===== src/rtl/alu_share_arbiter_if.sv =====
// alu_share_arbiter_if: bundle of the two requester channels, the response
// channel and the status outputs of alu_share_arbiter.
//   master: requester/consumer side (drives valids, operands, rsp_ready)
//   slave : arbiter side (drives readies, response fields, busy, op_count)
interface alu_share_arbiter_if #(
    parameter int unsigned WIDTH = 32
);
    logic             req0_valid;
    logic             req0_ready;
    logic [WIDTH-1:0] req0_a;
    logic [WIDTH-1:0] req0_b;
    logic [2:0]       req0_op;

    logic             req1_valid;
    logic             req1_ready;
    logic [WIDTH-1:0] req1_a;
    logic [WIDTH-1:0] req1_b;
    logic [2:0]       req1_op;

    logic             rsp_valid;
    logic             rsp_ready;
    logic             rsp_id;
    logic [WIDTH-1:0] rsp_data;
    logic             rsp_zero;
    logic             rsp_err;

    logic             busy;
    logic [15:0]      op_count;

    modport master (
        output req0_valid, req0_a, req0_b, req0_op,
        output req1_valid, req1_a, req1_b, req1_op,
        output rsp_ready,
        input  req0_ready, req1_ready,
        input  rsp_valid, rsp_id, rsp_data, rsp_zero, rsp_err,
        input  busy, op_count
    );

    modport slave (
        input  req0_valid, req0_a, req0_b, req0_op,
        input  req1_valid, req1_a, req1_b, req1_op,
        input  rsp_ready,
        output req0_ready, req1_ready,
        output rsp_valid, rsp_id, rsp_data, rsp_zero, rsp_err,
        output busy, op_count
    );
endinterface


===== src/rtl/alu_share_arbiter.sv =====
// alu_share_arbiter: two requesters share one ALU through a round-robin
// arbiter. Each op walks IDLE (accept) -> EXEC (compute) -> RESP (hold until
// the consumer takes it), so at most one op is in flight.
// Ports:
//   clk   - clock, all state changes on the rising edge
//   reset - synchronous active-high reset
//   bus   - alu_share_arbiter_if.slave: request/response channels and status
module alu_share_arbiter #(
    parameter int unsigned WIDTH = 32
) (
    input logic              clk,
    input logic              reset,
    alu_share_arbiter_if.slave bus
);
    typedef enum logic [1:0] {StIdle, StExec, StResp} state_e;

    state_e           r_state;
    state_e           w_state_next;

    // 1 when requester 1 was granted last; reset value makes requester 0 win the first tie
    logic             r_last_grant;
    logic             w_grant_id;
    logic             w_accept;

    logic [WIDTH-1:0] r_a;
    logic [WIDTH-1:0] r_b;
    logic [2:0]       r_op;
    logic             r_id;

    logic [WIDTH-1:0] r_rsp_data;
    logic             r_rsp_zero;
    logic             r_rsp_err;
    logic             r_rsp_id;
    logic [15:0]      r_op_count;

    logic [WIDTH-1:0] w_result;
    logic             w_err;
    logic             w_slt;
    logic             w_rsp_fire;

    assign w_slt = $signed(r_a) < $signed(r_b);

    always_comb begin
        w_result = '0;
        w_err    = 1'b0;
        case (r_op)
            3'b000:  w_result = r_a & r_b;
            3'b001:  w_result = r_a | r_b;
            3'b010:  w_result = r_a + r_b;
            3'b011:  w_result = r_a ^ r_b;
            3'b110:  w_result = r_a - r_b;
            3'b111:  w_result = {{(WIDTH-1){1'b0}}, w_slt};
            default: w_err = 1'b1;
        endcase
    end

    always_comb begin
        w_state_next = r_state;
        w_accept     = 1'b0;
        // Alternate on a tie, otherwise take whichever requester is valid
        if (bus.req0_valid && bus.req1_valid) begin
            w_grant_id = ~r_last_grant;
        end else begin
            w_grant_id = bus.req1_valid;
        end
        case (r_state)
            StIdle: begin
                if (bus.req0_valid || bus.req1_valid) begin
                    w_accept     = 1'b1;
                    w_state_next = StExec;
                end
            end
            StExec: w_state_next = StResp;
            StResp: begin
                if (bus.rsp_ready) begin
                    w_state_next = StIdle;
                end
            end
            default: w_state_next = StIdle;
        endcase
    end

    assign w_rsp_fire = (r_state == StResp) && bus.rsp_ready;

    always_ff @(posedge clk) begin
        if (reset) begin
            r_state      <= StIdle;
            r_last_grant <= 1'b1;
            r_a          <= '0;
            r_b          <= '0;
            r_op         <= 3'b000;
            r_id         <= 1'b0;
            r_rsp_data   <= '0;
            r_rsp_zero   <= 1'b0;
            r_rsp_err    <= 1'b0;
            r_rsp_id     <= 1'b0;
            r_op_count   <= 16'd0;
        end else begin
            r_state <= w_state_next;
            if (w_accept) begin
                r_a          <= w_grant_id ? bus.req1_a  : bus.req0_a;
                r_b          <= w_grant_id ? bus.req1_b  : bus.req0_b;
                r_op         <= w_grant_id ? bus.req1_op : bus.req0_op;
                r_id         <= w_grant_id;
                r_last_grant <= w_grant_id;
            end
            if (r_state == StExec) begin
                r_rsp_data <= w_result;
                r_rsp_zero <= (w_result == '0);
                r_rsp_err  <= w_err;
                r_rsp_id   <= r_id;
            end
            if (w_rsp_fire) begin
                r_op_count <= r_op_count + 16'd1;
            end
        end
    end

    assign bus.req0_ready = w_accept && !reset && !w_grant_id;
    assign bus.req1_ready = w_accept && !reset && w_grant_id;
    assign bus.rsp_valid  = (r_state == StResp);
    assign bus.rsp_id     = r_rsp_id;
    assign bus.rsp_data   = r_rsp_data;
    assign bus.rsp_zero   = r_rsp_zero;
    assign bus.rsp_err    = r_rsp_err;
    assign bus.busy       = (r_state != StIdle);
    assign bus.op_count   = r_op_count;
endmodule


===== src/flat_wrapper.sv =====
// flat-port wrapper written by rule: the top's interface ports become plain ports
module alu_share_arbiter_flat 
#(
    parameter int unsigned WIDTH = 32
)
  (clk, reset, bus_req0_valid, bus_req0_a, bus_req0_b, bus_req0_op, bus_req1_valid, bus_req1_a, bus_req1_b, bus_req1_op, bus_rsp_ready, bus_req0_ready, bus_req1_ready, bus_rsp_valid, bus_rsp_id, bus_rsp_data, bus_rsp_zero, bus_rsp_err, bus_busy, bus_op_count);
  alu_share_arbiter_if #(.WIDTH(WIDTH)) bus_i ();
  input logic clk;
  input logic reset;
  input wire logic [$bits(bus_i.req0_valid)-1:0] bus_req0_valid;
  input wire logic [$bits(bus_i.req0_a)-1:0] bus_req0_a;
  input wire logic [$bits(bus_i.req0_b)-1:0] bus_req0_b;
  input wire logic [$bits(bus_i.req0_op)-1:0] bus_req0_op;
  input wire logic [$bits(bus_i.req1_valid)-1:0] bus_req1_valid;
  input wire logic [$bits(bus_i.req1_a)-1:0] bus_req1_a;
  input wire logic [$bits(bus_i.req1_b)-1:0] bus_req1_b;
  input wire logic [$bits(bus_i.req1_op)-1:0] bus_req1_op;
  input wire logic [$bits(bus_i.rsp_ready)-1:0] bus_rsp_ready;
  output wire logic [$bits(bus_i.req0_ready)-1:0] bus_req0_ready;
  output wire logic [$bits(bus_i.req1_ready)-1:0] bus_req1_ready;
  output wire logic [$bits(bus_i.rsp_valid)-1:0] bus_rsp_valid;
  output wire logic [$bits(bus_i.rsp_id)-1:0] bus_rsp_id;
  output wire logic [$bits(bus_i.rsp_data)-1:0] bus_rsp_data;
  output wire logic [$bits(bus_i.rsp_zero)-1:0] bus_rsp_zero;
  output wire logic [$bits(bus_i.rsp_err)-1:0] bus_rsp_err;
  output wire logic [$bits(bus_i.busy)-1:0] bus_busy;
  output wire logic [$bits(bus_i.op_count)-1:0] bus_op_count;
  assign bus_i.req0_valid = bus_req0_valid;
  assign bus_i.req0_a = bus_req0_a;
  assign bus_i.req0_b = bus_req0_b;
  assign bus_i.req0_op = bus_req0_op;
  assign bus_i.req1_valid = bus_req1_valid;
  assign bus_i.req1_a = bus_req1_a;
  assign bus_i.req1_b = bus_req1_b;
  assign bus_i.req1_op = bus_req1_op;
  assign bus_i.rsp_ready = bus_rsp_ready;
  assign bus_req0_ready = bus_i.req0_ready;
  assign bus_req1_ready = bus_i.req1_ready;
  assign bus_rsp_valid = bus_i.rsp_valid;
  assign bus_rsp_id = bus_i.rsp_id;
  assign bus_rsp_data = bus_i.rsp_data;
  assign bus_rsp_zero = bus_i.rsp_zero;
  assign bus_rsp_err = bus_i.rsp_err;
  assign bus_busy = bus_i.busy;
  assign bus_op_count = bus_i.op_count;
  alu_share_arbiter #(.WIDTH(WIDTH)) u_core (.clk(clk), .reset(reset), .bus(bus_i));
endmodule

===== config.mk =====
export PLATFORM = sky130hd
export DESIGN_NAME = alu_share_arbiter_flat
export DESIGN_NICKNAME = d
export VERILOG_FILES = /design/src/rtl/alu_share_arbiter_if.sv /design/src/rtl/alu_share_arbiter.sv /design/src/flat_wrapper.sv
export SDC_FILE = /design/constraint.sdc
export NUM_CORES = 1
export LEC_CHECK = 0
export CORE_UTILIZATION = 65
export DETAILED_ROUTE_END_ITERATION = 10
export DONT_BUFFER_PORTS = 1
export PLACE_DENSITY = 0.78
export RECOVER_POWER = 100
export SYNTH_ARGS = -nofsm -noshare
export SYNTH_HDL_FRONTEND = slang
export SYNTH_SLANG_ARGS = --single-unit
export TNS_END_PERCENT = 5

===== constraint.sdc =====
create_clock -name clk -period 3.49 [get_ports clk]
set_input_delay 0.5235 -clock clk [delete_from_list [all_inputs] [get_ports clk]]
set_output_delay 0.5235 -clock clk [all_outputs]
set_load 0.02 [all_outputs]

==> flow_summary.yaml, run 1 <==
setup_path:
  critPathArrivalTime_ns: 3.86
  worstReg2RegStart: "u_core.r_a[0]$_SDFFE_PP0P_"
  criticalPathCategory: "flop to flop"
  endpoint_kind: "flop"
  reg2regPathDepth: 17
  startpoint_type: "flop"
  max_stage_delay_ns: 0.39
  cp_max_fo: 5
  crit_slowest_cell: "fa_2"
  reg2reg_to: "u_core.bus.rsp_zero$_SDFFE_PP0N_"
  reg2reg_slack_ns: -0.02
  cp.required_ns: 3.84
  path_cells: "buf_6 -> ha_4 -> inv_2 -> fa_2 -> nor2b_4 -> o221a_4 -> o211ai_4 -> a31oi_1 -> buf_4 -> a41oi_2 -> xnor2_1 -> a211oi_2 -> buf_4 -> nand4_1 -> nor3_2 -> nand4_1 -> o32ai_2"
global_routing:
  busiest_layer: "met2"
  grt_max_degree: 135
  grt_first_pass_wirelength_um: 55600
  grtUsageTotal: 0.430
  use_met3: 0.112
  antenna_found_initial: 0
  grt_pass1_vias: 10400
  grt_overflow: 0
  grtUsageMet2: 0.697
  grt_use_met1: 0.536
logic_synthesis:
  synth_top_area_cell: "dfxtp_1"
  yosysMostFrequentCell: "nor2_1"
  synth_edf_count: 0
  async_flop_share: 0
  ys.flop_type: "dfxtp_1"
  synth_nets: 1612
  syn_inst: 1371
  netlist_top_cells_count: "nor2_1, dfxtp_1, a211oi_1, ha_1, inv_1"
  synth_area_leaders: "dfxtp_1, ha_1, mux2i_1"
  avgSynthCellArea_um2: 7.77
  netlist_area_um2: 10700
  yosysUniqueCellTypes: 90
  synth-seq-area-share: 0.229
  ys_ff_latch: 122
  synth_warnings: 0
  yosysTopAreaCellShare: 0.229
sta:
  finClkSkew_ns: 0.0204
  setup_viol: 1
  fin_crit_sh: 1.00
  final_max_slew_viol_count: 0
  slew_headroom: 0.0194
  rsz0062_at_grt: "true"
  worst_slack_ns: -0.0160
  fin_crit_ns: 3.51
  tightest_slew_ns: 1.47
  finalHoldViolCount: 0
  max_freq_mhz: 285
cells_and_area:
  fin_util: 0.821
  nNetsFinal: 1724
  drive_above_1_share: 0.232
  layout.cells.non_filler: 1713
  area.growth.synth_to_final_pct: 22.8
clock_network:
  ctsLongestPathBuffers: 2
  numCtsBuffers: 17
  clk_pin_slew_worst_paths_ns: 0.08
  cts_sinks: 122
  cts_tree: "done"
  root_buffer: "clkbuf_16"
  clock_latency_ns: 0.45
  htreeDepth: 4
  postCtsHoldBufs: 0
detailed_routing:
  wire_per_inst_um: 22.3
  viasPerCell: 6.72
  detail_route.first_pass.iterations: 6
  wl_um: 38200
  drc: 0
  antenna_left: 0
  vias: 11500
  drtIter0Drc: 1589
run:
  maxCapViolations: 0
floorplanning:
  die_y_um: 130
  ioPinCount: 194
  start_util: 0.668
  die_x_um: 130
  num_rows: 46
  die_area_um2: 16900
  fp.coreArea_um2: 15900
placement:
  dp.cells: 1661
  hpwlAfterDp_um: 26200
  gp_congestion: 1.04
  port_buffers: 0
min_path:
  min_path_type: "input port to flop"
  hold_path_startpoint: "reset"
  hold_depth: 1
  hold_end: "u_core.bus.rsp_data[3]$_SDFFE_PP0N_"
status:
  outcome: "complete, but fails checks"
  violations: "setup timing"
power:
  leakage_nw: 5.37
  ir_worst_vdd_mv: 0.438
  power_density_nw_per_um2: 540
[per-stage QoR]
| stage | setup WS (ns) | hold slack (ns) | area (µm²) | power (mW) | setup TNS (ns) |
|---|---|---|---|---|---|
| after global placement | -0.221 | 0.437 | 11800 | 4.72 | -0.221 |
| final | -0.0160 | 0.148 | 13100 | 7.06 | -0.0160 |
| after CTS | 0.00750 | 0.144 | 12600 | 6.64 | 0 |
| after floorplan | 0.272 | 0.432 | 10700 | 3.66 | 0 |
| after global routing | -0.0712 | 0.141 | 13100 | 7.32 | -0.0712 |
| after detailed placement | -0.314 | 0.446 | 11800 | 4.77 | -0.314 |
[critical path: cells and delay by family, from the launching register on]
kind | cells | cell delay [ns]
adder cells (fa/ha/maj) | 2 | 0.52
buffers and inverters | 4 | 0.51
XOR/XNOR | 1 | 0.18
AO/OA/AOI/OAI | 6 | 1.20
AND/OR/NAND/NOR | 4 | 0.61
flip-flops | 1 | 0.37
[how the worst max path moves through the flow]
stage               slack (ns)                   startpoint                                to
floorplan                 0.27   u_core.r_b[0]$_SDFFE_PP0P_  u_core.bus.rsp_zero$_SDFFE_PP0N_
global placement         -0.22   u_core.r_b[0]$_SDFFE_PP0P_  u_core.bus.rsp_zero$_SDFFE_PP0N_
detailed placement       -0.31   u_core.r_b[0]$_SDFFE_PP0P_  u_core.bus.rsp_zero$_SDFFE_PP0N_
CTS                      0.008  u_core.r_b[12]$_SDFFE_PP0P_  u_core.bus.rsp_zero$_SDFFE_PP0N_
global route             -0.07  u_core.r_b[14]$_SDFFE_PP0P_  u_core.bus.rsp_zero$_SDFFE_PP0N_
finish                   -0.02   u_core.r_a[0]$_SDFFE_PP0P_  u_core.bus.rsp_zero$_SDFFE_PP0N_
[state kept, by name, summed over array words and instances, names as in the netlist]
signal	cells
u_core.bus.rsp_data	32
u_core.r_op	3
u_core.bus.op_count	16
u_core.r_a	32
u_core.r_id	1
u_core.bus.rsp_err	1
u_core.r_state	2
u_core.r_last_grant	1
u_core.r_b	32
u_core.bus.rsp_zero	1
u_core.bus.rsp_id	1
[routing by layer]
| metal | wire, µm | part of all wire |
|---|---|---|
| met5 | 0 | 0 |
| met2 | 17200 | 0.45 |
| met1 | 14800 | 0.39 |
| met4 | 1840 | 0.048 |
| met3 | 4340 | 0.11 |
[cells in the final DEF, fill, tap and decap left out, types with 5 or more instances in the layout]
master | netlist | final
a21o_1 | 12 | 12
ha_2 | 0 | 11
xnor2_1 | 29 | 28
o211ai_1 | 9 | 9
nor3_1 | 28 | 25
ha_1 | 100 | 82
a211oi_1 | 100 | 98
nor2_1 | 191 | 187
clkbuf_16 | 0 | 17
inv_2 | 3 | 8
a31oi_1 | 8 | 5
nand2_1 | 66 | 65
inv_6 | 0 | 5
o21bai_1 | 6 | 6
ha_4 | 0 | 7
nand4_1 | 16 | 16
inv_1 | 99 | 94
nand2b_1 | 9 | 9
buf_4 | 7 | 185
nor4_1 | 11 | 7
xor2_1 | 15 | 15
nor2b_1 | 18 | 14
a21oi_1 | 91 | 83
o31ai_1 | 19 | 14
o21ai_1 | 2 | 7
and3_1 | 7 | 7
a21oi_2 | 2 | 8
nand3_1 | 28 | 27
dfxtp_1 | 122 | 117
a221oi_1 | 9 | 7
o21ai_0 | 51 | 45
a22oi_1 | 20 | 20
mux2i_1 | 92 | 92
[cells by family (layout without fill, tap and decap cells)]
kind of cell / after synthesis / after routing / share of synthesized area
buf+inv: 200 / 325 / 0.0752
mux: 96 / 96 / 0.0907
simple gates: 407 / 407 / 0.176
other cells: 0 / 1 / 0
xor+xnor: 44 / 44 / 0.0362
fa+ha+maj: 102 / 102 / 0.121
flops: 122 / 122 / 0.229
compound gates: 400 / 400 / 0.272
[what timing repair did]
action | in CTS | in global routing
pin swaps | 16 | 35
cloned | 0 | 0
buffers inserted | 5 | 15
endpoints found under the hold margin | 0 | 0
endpoints found under the setup margin | 3 | 7
resized for setup | 27 | 89
[area by class of cell]
class	instances	area [µm²]
inverter	104	390
antenna	1	2.50
clock inverter	15	153
timing repair buffer	189	1440
clock buffer	17	425
sequential	122	2450
tap	216	270
fill	1020	2860
multi-input combinational	1049	7950
[report_power, final]
part	internal (mW)	leakage [nW]	switching, mW
Combinational	1.48	4.08	2.08
Clock	0.949	0.275	0.838
Sequential	1.54	1.01	0.178
Total	3.97	5.37	3.09
Power figures use the tool's default switching activity.
==> run 2: changes to the inputs <==
==> constraint.sdc (replaced) <==
create_clock -name clk -period 3.49 [get_ports clk]
set_input_delay 0.5235 -clock clk [delete_from_list [all_inputs] [get_ports clk]]
set_output_delay 0.5235 -clock clk [all_outputs]
set_load 0.05 [all_outputs]
==> flow_summary.yaml, run 2 (same netlist as run 1, synthesis figures left out) <==
detailed_routing:
  detail_route.first_pass.iterations: 8
  drtIter0Drc: 1409
  viasPerCell: 6.83
  wl_um: 38700
  wire_per_inst_um: 22.6
  antenna_left: 0
  drc: 0
  vias: 11700
sta:
  tightest_slew_ns: 2.30
  worst_slack_ns: -0.0630
  rsz0062_at_grt: "true"
  max_freq_mhz: 281
  final_max_slew_viol_count: 32
  setup_viol: 1
  slew_headroom: -0.540
  finalHoldViolCount: 0
  fin_hold_ws_ns: 0.147
  fin_setup_tns_ns: -0.0630
  fin_crit_ns: 3.55
  finClkSkew_ns: 0.0150
  fin_crit_sh: 1.02
clock_network:
  clock_latency_ns: 0.46
  ctsLongestPathBuffers: 2
  numCtsBuffers: 17
  htreeDepth: 4
  clk_pin_slew_worst_paths_ns: 0.07
  postCtsHoldBufs: 0
  root_buffer: "clkbuf_16"
  cts_tree: "done"
  cts_sinks: 122
cells_and_area:
  final_cell_mix: "nor2_1, buf_4, dfxtp_1, a211oi_1, inv_1"
  area.growth.synth_to_final_pct: 22.2
  fin_util: 0.817
  antenna_cells: 0
  nNetsFinal: 1726
  final_common_cell: "nor2_1"
  drive_above_1_share: 0.228
min_path:
  hold_path_startpoint: "reset"
  min_path_type: "input port to flop"
floorplanning:
  die_area_um2: 16900
  die_y_um: 130
  die_x_um: 130
  fp.coreArea_um2: 15900
  ioPinCount: 194
  start_util: 0.668
  num_rows: 46
setup_path:
  worstReg2RegStart: "u_core.r_a[1]$_SDFFE_PP0P_"
  startpoint_type: "flop"
  cp.required_ns: 3.85
  cp_max_fo: 3
  critPathArrivalTime_ns: 3.92
  endpoint_kind: "flop"
  startpoint: "u_core.r_a[1]$_SDFFE_PP0P_"
  criticalPathCategory: "flop to flop"
power:
  ir_worst_vdd_mv: 0.432
  power_density_nw_per_um2: 551
  leakage_nw: 5.37
  power_mw: 7.18
global_routing:
  grt_overflow: 0
  grtUsageTotal: 0.436
  grt_pass1_vias: 10600
  grt_max_degree: 120
  antenna_found_initial: 0
  grt_first_pass_wirelength_um: 56600
placement:
  gp_congestion: 1.04
  port_buffers: 0
  post-place-ws_ns: -0.261
  hpwlAfterDp_um: 27100
status:
  violations: "capacitance limit, slew limit, setup timing"
  outcome: "complete, but fails checks"
run:
  maxCapViolations: 1
-- run 2: cell types whose count changed in the layout (fill, tap and decap cells not counted), moves of 4 or more --
cell	delta
a21oi_1	+4
dfxtp_1	-5
dfxtp_2	+6
o21ai_0	+4
o21ai_1	-5
-- run 2: layout make-up --
| cell class | instances | area, µm² |
|---|---|---|
| repair buffers | 191 | 1460 |
| clock buffers | 17 | 425 |
| multi-input cells | 1049 | 7870 |
| inverters | 104 | 390 |
| fillers | 1042 | 2920 |
| flip-flops and latches | 122 | 2450 |
| clock inverters | 15 | 150 |
| well taps | 216 | 270 |
-- run 2: worst max-delay path, stage by stage (launching register included) --
cell      delay [ns]
dfxtp_2         0.37
inv_2           0.07
ha_4            0.28
nor2_1          0.06
o311ai_2        0.39
buf_4           0.20
nand3_2         0.11
a41oi_4         0.30
o21ai_2         0.13
a211oi_4        0.32
buf_4           0.18
mux2i_1         0.08
xnor2_1         0.15
a21oi_1         0.38
nand4_1         0.18
o32ai_2         0.27
-- run 2: stage by stage --
stage | cells | area, µm²
6_report | 1714 | 13000
5_1_grt | 1714 | 13000
4_1_cts | 1700 | 12600
3_5_place_dp | 1665 | 11900
3_3_place_gp | 1665 | 11900
2_1_floorplan | 1371 | 10700
-- run 2: repair_timing --
action | CTS | global route
cloned | 0 | 0
pin swaps | 11 | 39
buffers inserted | 3 | 15
gates resized for setup | 17 | 80
setup endpoints to repair | 4 | 6
-- run 2: layer usage --
metal  share of wire  vias up  track usage
li1                -     5168            -
met1            0.39     5484        0.543
met2            0.45      868        0.712
met3            0.11      181        0.107
met4           0.044        0        0.192
met5               0        -            0
-- run 2: path summary, 6_finish.rpt --
path              cells after the start                               end  slack (ns)
hold / removal                        1       u_core.r_op[2]$_SDFFE_PP0P_        0.15
hold reg to reg                       2    u_core.bus.rsp_id$_SDFFE_PP0N_        0.51
setup / recovery                     15  u_core.bus.rsp_zero$_SDFFE_PP0N_       -0.06
setup reg to reg                     15  u_core.bus.rsp_zero$_SDFFE_PP0N_       -0.06
-- run 2: power by group --
group	switching [mW]	internal, mW	total (mW)
Combinational	2.08	1.47	3.55
Sequential	0.270	1.54	1.81
Clock	0.872	0.952	1.82
Total	3.22	3.96	7.18
